`config.mk`:
```
export PLATFORM = sky130hd
export DESIGN_NAME = cpu_boot_sequencer
export DESIGN_NICKNAME = d
export VERILOG_FILES = /design/src/rtl/cpu_boot_sequencer.sv
export SDC_FILE = /design/constraint.sdc
export NUM_CORES = 1
export LEC_CHECK = 0
export CELL_PAD_IN_SITES_DETAIL_PLACEMENT = 1
export CELL_PAD_IN_SITES_GLOBAL_PLACEMENT = 1
export CORE_UTILIZATION = 39
export DETAILED_ROUTE_END_ITERATION = 8
export PLACE_DENSITY_LB_ADDON = 0.1
export SLEW_MARGIN = 20
export SYNTH_ARGS = -nofsm -noshare
export SYNTH_HDL_FRONTEND = slang
export SYNTH_SLANG_ARGS = --single-unit
```
`constraint.sdc`:
```
create_clock -name clk -period 2.8 [get_ports clk]
set_input_delay 0.56 -clock clk [delete_from_list [all_inputs] [get_ports clk]]
set_output_delay 0.56 -clock clk [all_outputs]
set_load 0.1 [all_outputs]
```
`src/rtl/cpu_boot_sequencer.sv`:
```
`timescale 1ns/1ps
// Purpose  : boot sequencer for the 8-bit CPU: loads a program into imem, holds the
//            core in reset, releases it, watches for halt / watchdog / PC overrun.
// Latency  : imem write strobe 1 cycle after each byte handshake; cpu_rst changes on the state edge.
// Backpress: s_ready is high for the whole LOAD state, so every s_valid cycle in LOAD is taken.
//
// Ports
//   clk, reset          clock (rising edge), asynchronous active-high reset
//   start, abort        start a load (IDLE/DONE/ERR only); abort returns to IDLE from anywhere
//   load_len            program length in bytes (1..2**ADDR_W), sampled on start
//   s_valid/s_ready/s_data   program byte stream
//   imem_we/imem_addr/imem_wdata  registered instruction-memory write port
//   cpu_rst             registered reset to the core, low only in RUN
//   cpu_pc, cpu_instr   observed core program counter and fetched instruction
//   busy, done, err_code, words_loaded   status
module cpu_boot_sequencer #(
    parameter int          ADDR_W     = 8,
    parameter int          DATA_W     = 8,
    parameter int          SETTLE_CYC = 2,
    parameter int          WDOG_W     = 16,
    parameter int          RUN_LIMIT  = 1000,
    parameter logic [3:0]  HALT_OP    = 4'hF
) (
    input  logic              clk,
    input  logic              reset,
    input  logic              start,
    input  logic              abort,
    input  logic [ADDR_W:0]   load_len,
    input  logic              s_valid,
    input  logic [DATA_W-1:0] s_data,
    output logic              s_ready,
    output logic              imem_we,
    output logic [ADDR_W-1:0] imem_addr,
    output logic [DATA_W-1:0] imem_wdata,
    output logic              cpu_rst,
    input  logic [ADDR_W-1:0] cpu_pc,
    input  logic [DATA_W-1:0] cpu_instr,
    output logic              busy,
    output logic              done,
    output logic [1:0]        err_code,
    output logic [ADDR_W:0]   words_loaded
);

    typedef enum logic [2:0] {
        S_IDLE, S_LOAD, S_SETTLE, S_RUN, S_DONE, S_ERR
    } state_t;

    localparam int SET_W = (SETTLE_CYC > 1) ? $clog2(SETTLE_CYC) : 1;

    // Counter is one bit wider than the address so a full 2**ADDR_W load never wraps.
    localparam logic [ADDR_W:0]   CAPACITY  = {1'b1, {ADDR_W{1'b0}}};
    localparam logic [ADDR_W:0]   CNT_ONE   = {{ADDR_W{1'b0}}, 1'b1};
    localparam logic [SET_W-1:0]  SET_LAST  = SET_W'(SETTLE_CYC - 1);
    localparam logic [SET_W-1:0]  SET_ONE   = SET_W'(1);
    localparam logic [WDOG_W-1:0] WDOG_LAST = WDOG_W'(RUN_LIMIT - 1);
    localparam logic [WDOG_W-1:0] WDOG_ONE  = WDOG_W'(1);

    state_t              state, state_nxt;
    logic [ADDR_W:0]     cnt, cnt_nxt;
    logic [ADDR_W:0]     len, len_nxt;
    logic [SET_W-1:0]    settle_cnt, settle_nxt;
    logic [WDOG_W-1:0]   wdog, wdog_nxt;
    logic [1:0]          err_nxt;
    logic                we_nxt;
    logic [ADDR_W-1:0]   addr_nxt;
    logic [DATA_W-1:0]   wdata_nxt;

    logic halt_hit;
    logic pc_over;
    logic unused_instr_low;

    assign halt_hit         = (cpu_instr[DATA_W-1 -: 4] == HALT_OP);
    assign pc_over          = ({1'b0, cpu_pc} >= len);
    assign unused_instr_low = ^cpu_instr[DATA_W-5:0];

    assign s_ready      = (state == S_LOAD);
    assign busy         = (state == S_LOAD) || (state == S_SETTLE) || (state == S_RUN);
    assign done         = (state == S_DONE);
    assign words_loaded = cnt;

    always_comb begin
        state_nxt  = state;
        cnt_nxt    = cnt;
        len_nxt    = len;
        settle_nxt = settle_cnt;
        wdog_nxt   = wdog;
        err_nxt    = err_code;
        we_nxt     = 1'b0;
        addr_nxt   = imem_addr;
        wdata_nxt  = imem_wdata;

        if (abort) begin
            // A byte handshaken in this same cycle is dropped: we_nxt stays 0.
            state_nxt = S_IDLE;
            cnt_nxt   = '0;
            err_nxt   = 2'd0;
        end else begin
            case (state)
                S_IDLE, S_DONE, S_ERR: begin
                    if (start) begin
                        if ((load_len == '0) || (load_len > CAPACITY)) begin
                            state_nxt = S_ERR;
                            err_nxt   = 2'd1;
                        end else begin
                            state_nxt = S_LOAD;
                            len_nxt   = load_len;
                            cnt_nxt   = '0;
                            err_nxt   = 2'd0;
                        end
                    end
                end
                S_LOAD: begin
                    if (s_valid) begin
                        we_nxt    = 1'b1;
                        addr_nxt  = cnt[ADDR_W-1:0];
                        wdata_nxt = s_data;
                        cnt_nxt   = cnt + CNT_ONE;
                        if ((cnt + CNT_ONE) == len) begin
                            state_nxt  = S_SETTLE;
                            settle_nxt = '0;
                        end
                    end
                end
                S_SETTLE: begin
                    if (settle_cnt == SET_LAST) begin
                        state_nxt = S_RUN;
                        wdog_nxt  = '0;
                    end else begin
                        settle_nxt = settle_cnt + SET_ONE;
                    end
                end
                S_RUN: begin
                    if (halt_hit) begin
                        state_nxt = S_DONE;
                    end else if (wdog == WDOG_LAST) begin
                        state_nxt = S_ERR;
                        err_nxt   = 2'd2;
                    end else if (pc_over) begin
                        state_nxt = S_ERR;
                        err_nxt   = 2'd3;
                    end else begin
                        wdog_nxt = wdog + WDOG_ONE;
                    end
                end
                default: state_nxt = S_IDLE;
            endcase
        end
    end

    always_ff @(posedge clk or posedge reset) begin
        if (reset) begin
            state      <= S_IDLE;
            cnt        <= '0;
            len        <= '0;
            settle_cnt <= '0;
            wdog       <= '0;
            err_code   <= 2'd0;
            imem_we    <= 1'b0;
            imem_addr  <= '0;
            imem_wdata <= '0;
            cpu_rst    <= 1'b1;
        end else begin
            state      <= state_nxt;
            cnt        <= cnt_nxt;
            len        <= len_nxt;
            settle_cnt <= settle_nxt;
            wdog       <= wdog_nxt;
            err_code   <= err_nxt;
            imem_we    <= we_nxt;
            imem_addr  <= addr_nxt;
            imem_wdata <= wdata_nxt;
            // Core runs only while the FSM sits in RUN.
            cpu_rst    <= (state_nxt != S_RUN);
        end
    end

endmodule

```
* Word-level counts from Yosys, hierarchy flattened
Cells that the tools add are included.
** Word-level totals
- Latch bits :: 0
- Word-level logic and storage cells :: 87
- Register bits :: 58
- Memory bits (read-only) :: 0
- Output and inout port bits :: 32
- Input port bits :: 38
- Bits in writable memories :: 0
- Memories kept :: 0
** Operators by class
- Bitwise gates (word level) :: 2
- Multiplexer cells :: 34
- Shifts and indexed selects :: 0
- Eq/ne operators :: 20
- Order comparisons :: 2
- Divide/modulo/power cells :: 0
- $mul :: 0
- Add/subtract/negate cells :: 3
- Reduce and logical (&&, ||, !) cells :: 16
** Operators with widths (count)
- 16-bit two-way mux :: 4
- 9-bit two-way mux :: 4
- 16-bit case mux with 2 select lines :: 1
- 3-bit two-way mux :: 9
- 9-bit case mux with 2 select lines :: 1
- 16-bit by 1-bit adder with 16-bit output, second input constant :: 1
- 16-bit by 10-bit equality test with 1-bit output, second input constant :: 1
- 4-bit AND reduction :: 4
- 3-bit != test, second input constant :: 4
- 3-bit case mux with 4 select lines :: 1
- 2-bit two-way mux :: 5
- 2-bit != test, second input constant :: 5
- 9-bit by 1-bit adder with 9-bit output, second input constant :: 1
- 9-bit equality test :: 1
- 8-bit by 9-bit >= comparator with 1-bit output :: 1
- 9-bit > comparator, second input constant :: 1
- 9-bit logical NOT :: 1
- 1-bit two-way mux :: 7
- 3-bit by 2-bit equality test with 1-bit output, second input constant :: 2
- 3-bit equality test, second input constant :: 2
- 6-bit AND reduction :: 1
- 3-bit nonzero test :: 2
- 4-bit equality test, second input constant :: 1
- 4-bit by 3-bit != test with 1-bit output, second input constant :: 1
- other kinds (12) :: 16

* Longest topological paths before layout
Gate-level depths: netlist (run 1).
- Depth in word-level cells :: 7
- Gate-level depth with buffers :: 9
- Depth with buffers taken out :: 8

* Worst setup path before layout (run 1)
No wires, ideal clock.
- Path kind :: register to register
- Start point :: register cnt[3] (netlist: words_loaded[3])
- End point :: register settle_cnt
- Stages on the path, launching flop included :: 8
- Path slack :: -0.005 ns
- Data required time :: 2.682 ns
- Buffers on the path :: 1
- Setup time :: 0.118 ns
- Period minus slack after synthesis :: 2.805 ns
- Data arrival time :: 2.687 ns
- Cells stage by stage :: dfrtp_1 > buf_2 > and4_4 > nand4_2 > a211o_1 > o211a_1 > or4_1 > a21o_1
** Between the ends
- Cells in the longest elaborated chain, start to end :: 4
** RTL lines
- start: declaration :: RTL line 59 : logic [ADDR_W:0] cnt, cnt_nxt;
- start signal: assignment :: RTL line 164 : cnt <= cnt_nxt;
- 9-bit by 1-bit adder with 9-bit output :: RTL line 118 : if ((cnt + CNT_ONE) == len) begin
- 9-bit equality test :: RTL line 118
- 2-bit by 1-bit != test with 1-bit output (no line)
- 4-bit AND reduction (no line)
- end signal: assignment :: RTL line 166 : settle_cnt <= settle_nxt;
- end: declaration :: RTL line 61 : logic [SET_W-1:0] settle_cnt, settle_nxt;
No other way between the ends.
A chain may end at the register's enable or synchronous reset.

* Worst setup path after layout (run 1)
- Start point :: input port cpu_pc[6]
- End point :: register wdog[13]
** Between the ends
- Cells in the longest elaborated chain, start to end :: 3
** RTL lines
- start: declaration :: RTL line 36 : input logic [ADDR_W-1:0] cpu_pc,
- 8-bit by 9-bit >= comparator with 1-bit output :: RTL line 73 : assign pc_over = ({1'b0, cpu_pc} >= len);
- 2-bit != test (no line)
- 6-bit AND reduction (no line)
- end signal: assignment :: RTL line 167 : wdog <= wdog_nxt;
- end: declaration :: RTL line 62 : logic [WDOG_W-1:0] wdog, wdog_nxt;
No other way between the ends.

==> qor.csv, run 1 <==
metric;value;unit
first-pass GRT wire length;14.43;mm
fin util;53.70;%
fillers;925;
initial antenna violation count;0;
Internal;1.779;mW
ANT nets after route;0;
Final Cycle Share;89.04;%
Post-synth EDFFs;0;
most common cell in the synthesized netlist;nand2_1;
core area;0.007888;mm2
clk_lat worst skew;0.35;ns
#FFs+latches synth;58;
Die Wd;93.12;um
max_cap viols;0;
worst path required time;3.07;ns
FMAX;401.1;MHz
DP Worst Slack;-0.01282;ns
Critical Path Start Type;input pin;
DR iter-0 viols;166;
DRC;0;
cell area after layout;0.004235;mm2
Final Hold Viols;0;
share of layout cells above drive strength 1;19.34;%
postcts setup bufs;0;
DP Cell Count;510;
hold buffers post-CTS;0;
post-synthesis sequential area ratio;44.86;%
area of the mapped netlist;0.003238;mm2
share of power burned in registers;35.6;%
CTS max path bufs;2;
Synth cell types;53;
vias in the first global route;2974;
area delta synth->final;30.80;%
Net Sw Frac;36.70;%
ys flop type;dfrtp_1;
post-synth top area share;44.05;%
Root Driver;clkbuf_8;
WP buf/inv;1;
Logic pwr share;31.6;%
crit path capture type;flop;
Post-synth top cells;nand2_1 (63), dfrtp_1 (57), nor2_1 (17);
Final setup viols;0;
Slew HR;38.69;%
Routability Congestion;0.8138;
via count;2814;
routed len/inst;16.44;um
final std cells w/o fill;526;
largest net degree at the start of global routing;29;
Synth area leader;dfrtp_1;
post-place instance area;0.003998;mm2
Max stage delay cell, worst path;clkdlybuf4s50_1;
mean number of vias per cell;5.350;
top cells by area, synth;dfrtp_1 (44%), nand2_1 (7.3%), ha_1 (3.9%), xor2_1 (3.5%), xnor2_1 (3.2%);
diodes inserted;0;
Port-buffer cells;65;
CP Cell Sequence;clkdlybuf4s50_1 -> ha_1 -> a211oi_1 -> o32a_1 -> o31a_1 -> o21ai_4 -> or3_1 -> a21oi_1;
crit-path leading delay family;compound AO/OA/AOI/OAI gates;
CTS Buf Count;9;
PD cells;663.4;mW/mm2
H-tree depth;3;
TritonRoute pass-1 iters;4;
status;finished, final reports clean;
CP arrival;2.77;ns
FFs w/ async S/R, synth;100.0;%
Mapped Cells;344;
Clock Skews;0.01041;ns
fin. max-slew vios;0;
Net Sw Power;1.031;mW
worst slew pin tran;0.9177;ns
Die Y;93.12;um
Initial Util;41.05;%
post-cts sizing count;0;
aggregate global-route resource usage;21.64;%
drt total wl;8.645;mm
total grt overflow;0;
Leak;1.967;nW
Syn Nets;392;
min cycle time layout;2.493;ns
fin nets;467;
yosys warns;0;
Setup CP Type;in2reg;
Die ar.;0.008671;mm2
Hold Path Class;reg2reg;
total clock sinks;58;
cell row count;32;
RSZ-0062 raised after global routing;false;
Peak VDD IR;0.0002906;V
Critical Path Fanout Max;12;
Post-DP HPWL;6.358;mm
crit-path max cell delay;0.41;ns
I/O pins;70;
CTS tree;yes;
Worst-path clk slew;0.07;ns
mean post-synth cell area;9.413;um2
clock share of power;32.8;%
post-route setup slack;0.3070;ns
[per-stage QoR]
stage / hold WS, ns / setup TNS, ns / power, mW
finish: 0.4818 / 0 / 2.810
global route: 0.5125 / 0 / 2.940
floorplan: 0.4761 / -0.002635 / 1.643
global placement: 0.4593 / 0 / 1.880
detailed placement: 0.4702 / -0.01282 / 1.907
CTS: 0.4897 / 0 / 2.844
[worst register-to-register path, stage by stage (launching register included)]
cell,delay (ns)
dfrtp_1,0.56
inv_1,0.19
nor2_1,0.13
buf_4,0.16
nor3b_1,0.08
buf_4,0.17
a21boi_1,0.69
o21ai_0,0.23
a21oi_1,0.16
[routing by layer]
layer | share of wire (%) | wire length [um] | vias up | track usage, %
met4 | 1.5 | 129 | 0 | 8.333
met2 | 49 | 4228 | 52 | 36.03
met1 | 46 | 4000 | 1387 | 27.98
li1 | - | - | 1364 | -
met5 | 0 | 0 | - | 0
met3 | 3.3 | 286 | 11 | 3.740
[flip-flops by register name, indices dropped and copies added, names as in the netlist]
signal and flops:
cpu_rst 1, err_code 2, imem_addr 8, imem_wdata 8
imem_we 1, len 9, settle_cnt 1, state 3
wdog 16, words_loaded 9
[worst paths after layout]
kind	from	endpoint	slack, ns	depth (start not counted)
setup / recovery	cpu_pc[6]	wdog[13]$_DFFE_PP0P_	0.31	8
hold / removal	imem_wdata[0]$_DFFE_PP0P_	imem_wdata[0]$_DFFE_PP0P_	0.48	2
setup reg to reg	state[0]$_DFF_PP0_	words_loaded[2]$_DFFE_PP0P_	0.36	8
hold reg to reg	imem_wdata[0]$_DFFE_PP0P_	imem_wdata[0]$_DFFE_PP0P_	0.48	2
max in group asynchronous	reset	words_loaded[3]$_DFFE_PP0P_	1.72	3
min in group asynchronous	reset	imem_wdata[1]$_DFFE_PP0P_	0.50	2
[kinds of logic (layout without fill, tap and decap cells)]
| family | count (synthesis) | count (layout) | synth area share, % |
|---|---|---|---|
| compound gates | 63 | 63 | 13.72 |
| xor+xnor | 25 | 25 | 6.762 |
| fa+ha+maj | 10 | 10 | 3.864 |
| buf+inv | 28 | 108 | 3.670 |
| flops | 58 | 58 | 44.86 |
| mux | 10 | 10 | 3.439 |
| simple gates | 150 | 150 | 23.69 |
[area by class of cell]
cell class                      count  area (um2)  area share [%]
Multi-Input combinational cell    258        1667           39.35
Sequential cell                    58        1454           34.33
Timing Repair Buffer               79       700.7           16.54
Clock buffer                       12       165.2           3.900
Tap cell                          102       127.6           3.013
Clock inverter                      4       72.57           1.713
Inverter                           13       48.80           1.152
[power by group through the flow]
stage	registers [mW]	logic, mW	clock network [mW]
after floorplan	1.31	0.338	0
after global placement	1.02	0.863	0
after detailed placement	1.02	0.888	0
after CTS	1.00	0.897	0.944
after global routing	1.01	0.950	0.978
final	1.00	0.888	0.921
[cells in the final DEF (no fill, tap or decap), types with 3 or more instances in the layout]
cell	instances
o2111ai_1	6
o21ai_0	10
a21oi_1	14
nand2b_1	7
nand4b_1	3
mux2_2	9
inv_1	11
or3_1	5
clkdlybuf4s50_1	33
o211ai_1	3
nand4_1	5
nand2_1	63
a21o_1	4
a211oi_1	4
o21a_1	7
nand3_1	12
buf_4	44
dfrtp_1	56
nor2b_1	4
and2_1	6
clkbuf_8	12
xnor2_1	12
o32ai_1	3
xor2_1	13
nor2_1	17
and3_1	5
nor3_1	5
and4_1	3
nor4_1	4
ha_1	10
a31oi_1	3
Note: power is estimated with default switching activity, not from simulation.
==> inputs of run 2 (changes only) <==
--- a/config.mk
+++ b/config.mk
@@ -10,7 +10,7 @@
 export CORE_UTILIZATION = 39
 export DETAILED_ROUTE_END_ITERATION = 8
 export PLACE_DENSITY_LB_ADDON = 0.1
-export SLEW_MARGIN = 20
+export SKIP_CTS_REPAIR_TIMING = 1
 export SYNTH_ARGS = -nofsm -noshare
 export SYNTH_HDL_FRONTEND = slang
 export SYNTH_SLANG_ARGS = --single-unit
==> results of run 2 <==
The final DEF is identical to that of run 1; final timing and power are the same.
==> RTL edit 1: new RTL, config.mk and constraints of run 2 <==
Change the parameter `RUN_LIMIT` from 1000 to 500.
--- a/src/rtl/cpu_boot_sequencer.sv
+++ b/src/rtl/cpu_boot_sequencer.sv
@@ -20,3 +20,3 @@
     parameter int          WDOG_W     = 16,
-    parameter int          RUN_LIMIT  = 1000,
+    parameter int          RUN_LIMIT  = 500,
     parameter logic [3:0]  HALT_OP    = 4'hF
Formal check against the unedited RTL: same outputs for any inputs over 4 cycles, from zero or initial values and one cycle with reset high; that may be too few to reach the edited logic, so the function may still have changed.
==> RTL edit 1 against run 2 <==
Synthesized area rose by 1.1%. Highest routed layer unchanged. Routed wire length fell by 2.1%. Design area is 0.71% lower. Setup slack better by 0.099 ns. Global-route usage decreased by 0.98 points. Combinational power hardly changed. Largest power group unchanged. Sequential cell count unchanged. Power is 5.5% lower.
==> RTL edit 1: results <==
[setup_path]
arrival_ns = 2.65
cp_max_fo = 13
rr_startpoint = "words_loaded[0]"

[timing]
period_needed_ns = 2.39
finClkSkew_ns = 0.0120
tightest_slew_ns = 0.555

[power_and_ir_drop]
p_leak_uw = 0.00186
max-vdd-ir-drop_mv = 0.233

[run_status]
outcome = "finished, final reports clean"

[final_layout]
drive_gt1_share_pct = 22.5
nets = 452

[grt]
grt_start_max_net_pins = 34
grt_pass1_vias = 2705
track_usage_pct = 20.7

[place]
hpwl_mm = 6.29
dp_cells = 498
gp_congestion = 0.800

[detailed_routing]
routed_wl_mm = 8.47
wl_met1_mm = 4.22
route.met2.wl_mm = 3.80
vias_per_cell = 5.41
met3WireLength_um = 349

[synth]
syn-num-nets = 381
ys_types = 67
ys_top_cells_by_count = "dfrtp_1 (57), nand2_1 (27), nor2_1 (27)"
synth.area.top_cells = "dfrtp_1 (44%), mux2_2 (4.1%), ha_1 (3.8%)"

[clocking]
clk_latency_ns = 0.33

[worst_hold_path]
hp-start = "imem_addr[5]"
[RTL edit 1: cell types whose count changed after synthesis, moves of 6 or more]
cell | before | now
a21oi_1 | 14 | 21
mux2_1 | 0 | 6
nand2_1 | 63 | 27
nand2b_1 | 7 | 0
nor2_1 | 17 | 27
o21a_1 | 7 | 0
o21ai_1 | 0 | 18
[RTL edit 1: report_power, final]
part / switching, uW / total, uW / internal, uW
registers: 71.6 / 995 / 923
logic: 621 / 890 / 269
clock network: 338 / 770 / 432
[RTL edit 1: cells by family (layout without fill, tap and decap cells)]
kind of cell	count (synthesis)	count (layout)	synth area share, %
xor+xnor	20	20	5.35
simple gates	116	116	20.6
compound gates	76	76	14.7
mux	19	19	6.50
fa+ha+maj	10	10	3.82
buf+inv	34	110	4.70
flops	58	58	44.4
[RTL edit 1: path summary, 6_finish.rpt]
path / end / slack [ns] / cells after the start
min in group asynchronous: imem_wdata[2] / 0.60 / 2
max in group asynchronous: cpu_rst / 1.55 / 3
setup / recovery: wdog[5] / 0.41 / 9
setup reg to reg: state[0] / 0.49 / 7
hold reg to reg: imem_addr[5] / 0.50 / 1
hold / removal: imem_addr[5] / 0.50 / 1
[RTL edit 1: layout make-up]
cell class	instances	share of cell area, %
multi-input combinational	241	39.6
clock inverter	5	1.28
timing repair buffer	76	16.4
sequential	58	34.5
clock buffer	11	3.36
tap	105	3.12
inverter	18	1.64
[RTL edit 1: routing by layer]
layer / global-route usage [%] / vias to the layer above
li1: - / 1345
met1: 29.7 / 1370
met2: 30.6 / 60
met3: 4.15 / 7
met4: 7.69 / 0
met5: 0 / -
[RTL edit 1: worst register-to-register path, cell delays in order (launching register included)]
cell and delay (ns):
dfrtp_1 0.52, ha_1 0.40, nand2_1 0.14, o21ai_0 0.23, nand4_1 0.14, a211o_1 0.30, nor4b_1 0.36, nor2_1 0.09
[RTL edit 1: through the flow]
step | instance area, um2 | utilization (%) | setup WS [ns] | hold WS (ns)
4_1_cts | 4210 | 51.4 | 0.396 | 0.503
3_3_place_gp | 4010 | 49.1 | 0.104 | 0.475
6_report | 4210 | 51.4 | 0.406 | 0.500
5_1_grt | 4210 | 51.4 | 0.214 | 0.530
2_1_floorplan | 3270 | - | 0.161 | 0.487
3_5_place_dp | 4010 | 49.1 | 0.0471 | 0.487
==> RTL edit 2: new RTL, flow settings as in run 2 <==
Made on the original files. `imem_addr` no longer has a reset.
--- a/src/rtl/cpu_boot_sequencer.sv
+++ b/src/rtl/cpu_boot_sequencer.sv
@@ -158,3 +158,2 @@
             imem_we    <= 1'b0;
-            imem_addr  <= '0;
             imem_wdata <= '0;
@@ -169,3 +168,2 @@
             imem_we    <= we_nxt;
-            imem_addr  <= addr_nxt;
             imem_wdata <= wdata_nxt;
@@ -176,2 +174,6 @@
 
+    always_ff @(posedge clk) begin
+        imem_addr <= addr_nxt;
+    end
+
 endmodule
Behaviour: differs if reset is asserted again (counterexample within 4 cycles, from zero or initial values and one cycle with reset high); with reset held inactive, the same outputs for 4 cycles.
==> RTL edit 2 against run 2 <==
Critical path depth up 1. Non-clock buffer count up 2. Final cell count down 2.1%. Routed wire length down 3.1%. Power down 5.2%. Synthesized area down 3.4%. Sequential cell count unchanged. Design area down 2.3%. Setup slack worse by 0.064 ns. Clock power down 5.2%. Utilization down 0.13 points. Critical endpoint is now state[1]. Largest cell class unchanged. Largest power group unchanged.
==> RTL edit 2: results <==
[detailed_routing]
met3WireLength_um = 313
routed_wl_mm = 8.37
wl_met1_mm = 3.86
drtIter0Drc = 68
vias = 2766
route.met2.wl_mm = 4.06

[setup_path]
cp_max_fo = 15
rr_startpoint = "len[6]"
critical_path.max_stage_delay_ns = 0.47
arrival_ns = 2.78
crit_slowest_cell = "o21ai_2"
crit_start = "cpu_pc[0]"

[grt]
globalRouteMet3Util_pct = 3.77
grt_pass1_vias = 2853
grt_pass1_wl_mm = 14.0
met1_usage_pct = 28.2
grt_use_met2_pct = 35.2
grt_start_max_net_pins = 22
track_usage_pct = 21.5

[worst_hold_path]
hold_class = "register to register"
hp-start = "imem_wdata[1]"

[place]
hpwl_mm = 6.24
port_buffers = 65
gp_congestion = 0.798
placed_area_um2 = 3910
place_ws_ns = -0.100

[power_and_ir_drop]
p_leak_uw = 0.00177
max-vdd-ir-drop_mv = 0.246

[final_layout]
nFillCells = 897
nets = 456
drive_gt1_share_pct = 18.6

[clocking]
htree_levels = 3
clk_latency_ns = 0.33
clockBufferDepth = 2
root_buffer = "clkbuf_8"

[synth]
ys_types = 51
ys_top_cells_by_count = "dfrtp_1 (49), nand2_1 (49), o21ai_0 (23)"
synth_edf_count = 8
seq_area_frac_synth_pct = 47.7
synth.area.top_cells = "dfrtp_1 (39%), edfxtp_1 (7.7%), nand2_1 (5.9%)"
syn-num-nets = 377
async_reset_ff_share_pct = 86.2
synth_ff_type = "dfrtp_1"

[timing]
finClkSkew_ns = 0.0127
tightest_slew_ns = 0.566
period_needed_ns = 2.56

[run_status]
outcome = "finished, final reports clean"
-- RTL edit 2: through the flow --
stage / hold slack [ns] / util [%] / std cells
after floorplan: 0.476 / - / 329
after global placement: 0.459 / 50.6 / 499
after detailed placement: 0.474 / 50.6 / 499
after CTS: 0.490 / 53.6 / 515
after global routing: 0.521 / 53.6 / 515
final: 0.484 / 53.6 / 515
-- RTL edit 2: cell type report --
type                       count  area [um2]  area share, %
clock buffer                  10         138           3.33
tap                          102         128           3.08
inverter                      16        60.1           1.45
timing repair buffer          81         703           17.0
clock inverter                 6        88.8           2.15
sequential                    58        1490           36.1
multi-input combinational    242        1530           36.9
-- RTL edit 2: final timing paths --
check,endpoint,cells past startpoint
worst max-delay path,state[1],9
worst min-delay path,imem_wdata[1],2
worst max register to register,state[1],8
worst min register to register,imem_wdata[1],2
max in group asynchronous,len[0],3
min in group asynchronous,imem_we,2
-- RTL edit 2: kinds of logic after synthesis --
| kind of cell | Yosys count | share of synthesized area, % |
|---|---|---|
| xor+xnor | 17 | 4.76 |
| flops | 58 | 47.7 |
| simple gates | 138 | 23.3 |
| compound gates | 73 | 15.1 |
| mux | 4 | 1.40 |
| buf+inv | 29 | 3.80 |
| fa+ha+maj | 10 | 4.00 |
-- RTL edit 2: power by group --
group / switching, uW / internal, uW / leakage (uW)
clock: 348 / 525 / 0.000105
combinational: 531 / 241 / 0.000953
sequential: 77.5 / 940 / 0.000710
total: 956 / 1710 / 0.00177
-- RTL edit 2: worst register-to-register path, cell delays in order, from the launching register on --
cell      delay [ns]
dfrtp_1         0.44
inv_1           0.09
ha_1            0.30
a211oi_1        0.07
o32a_1          0.33
o31a_1          0.14
o21ai_2         0.47
nor2_1          0.14
or3_1           0.36
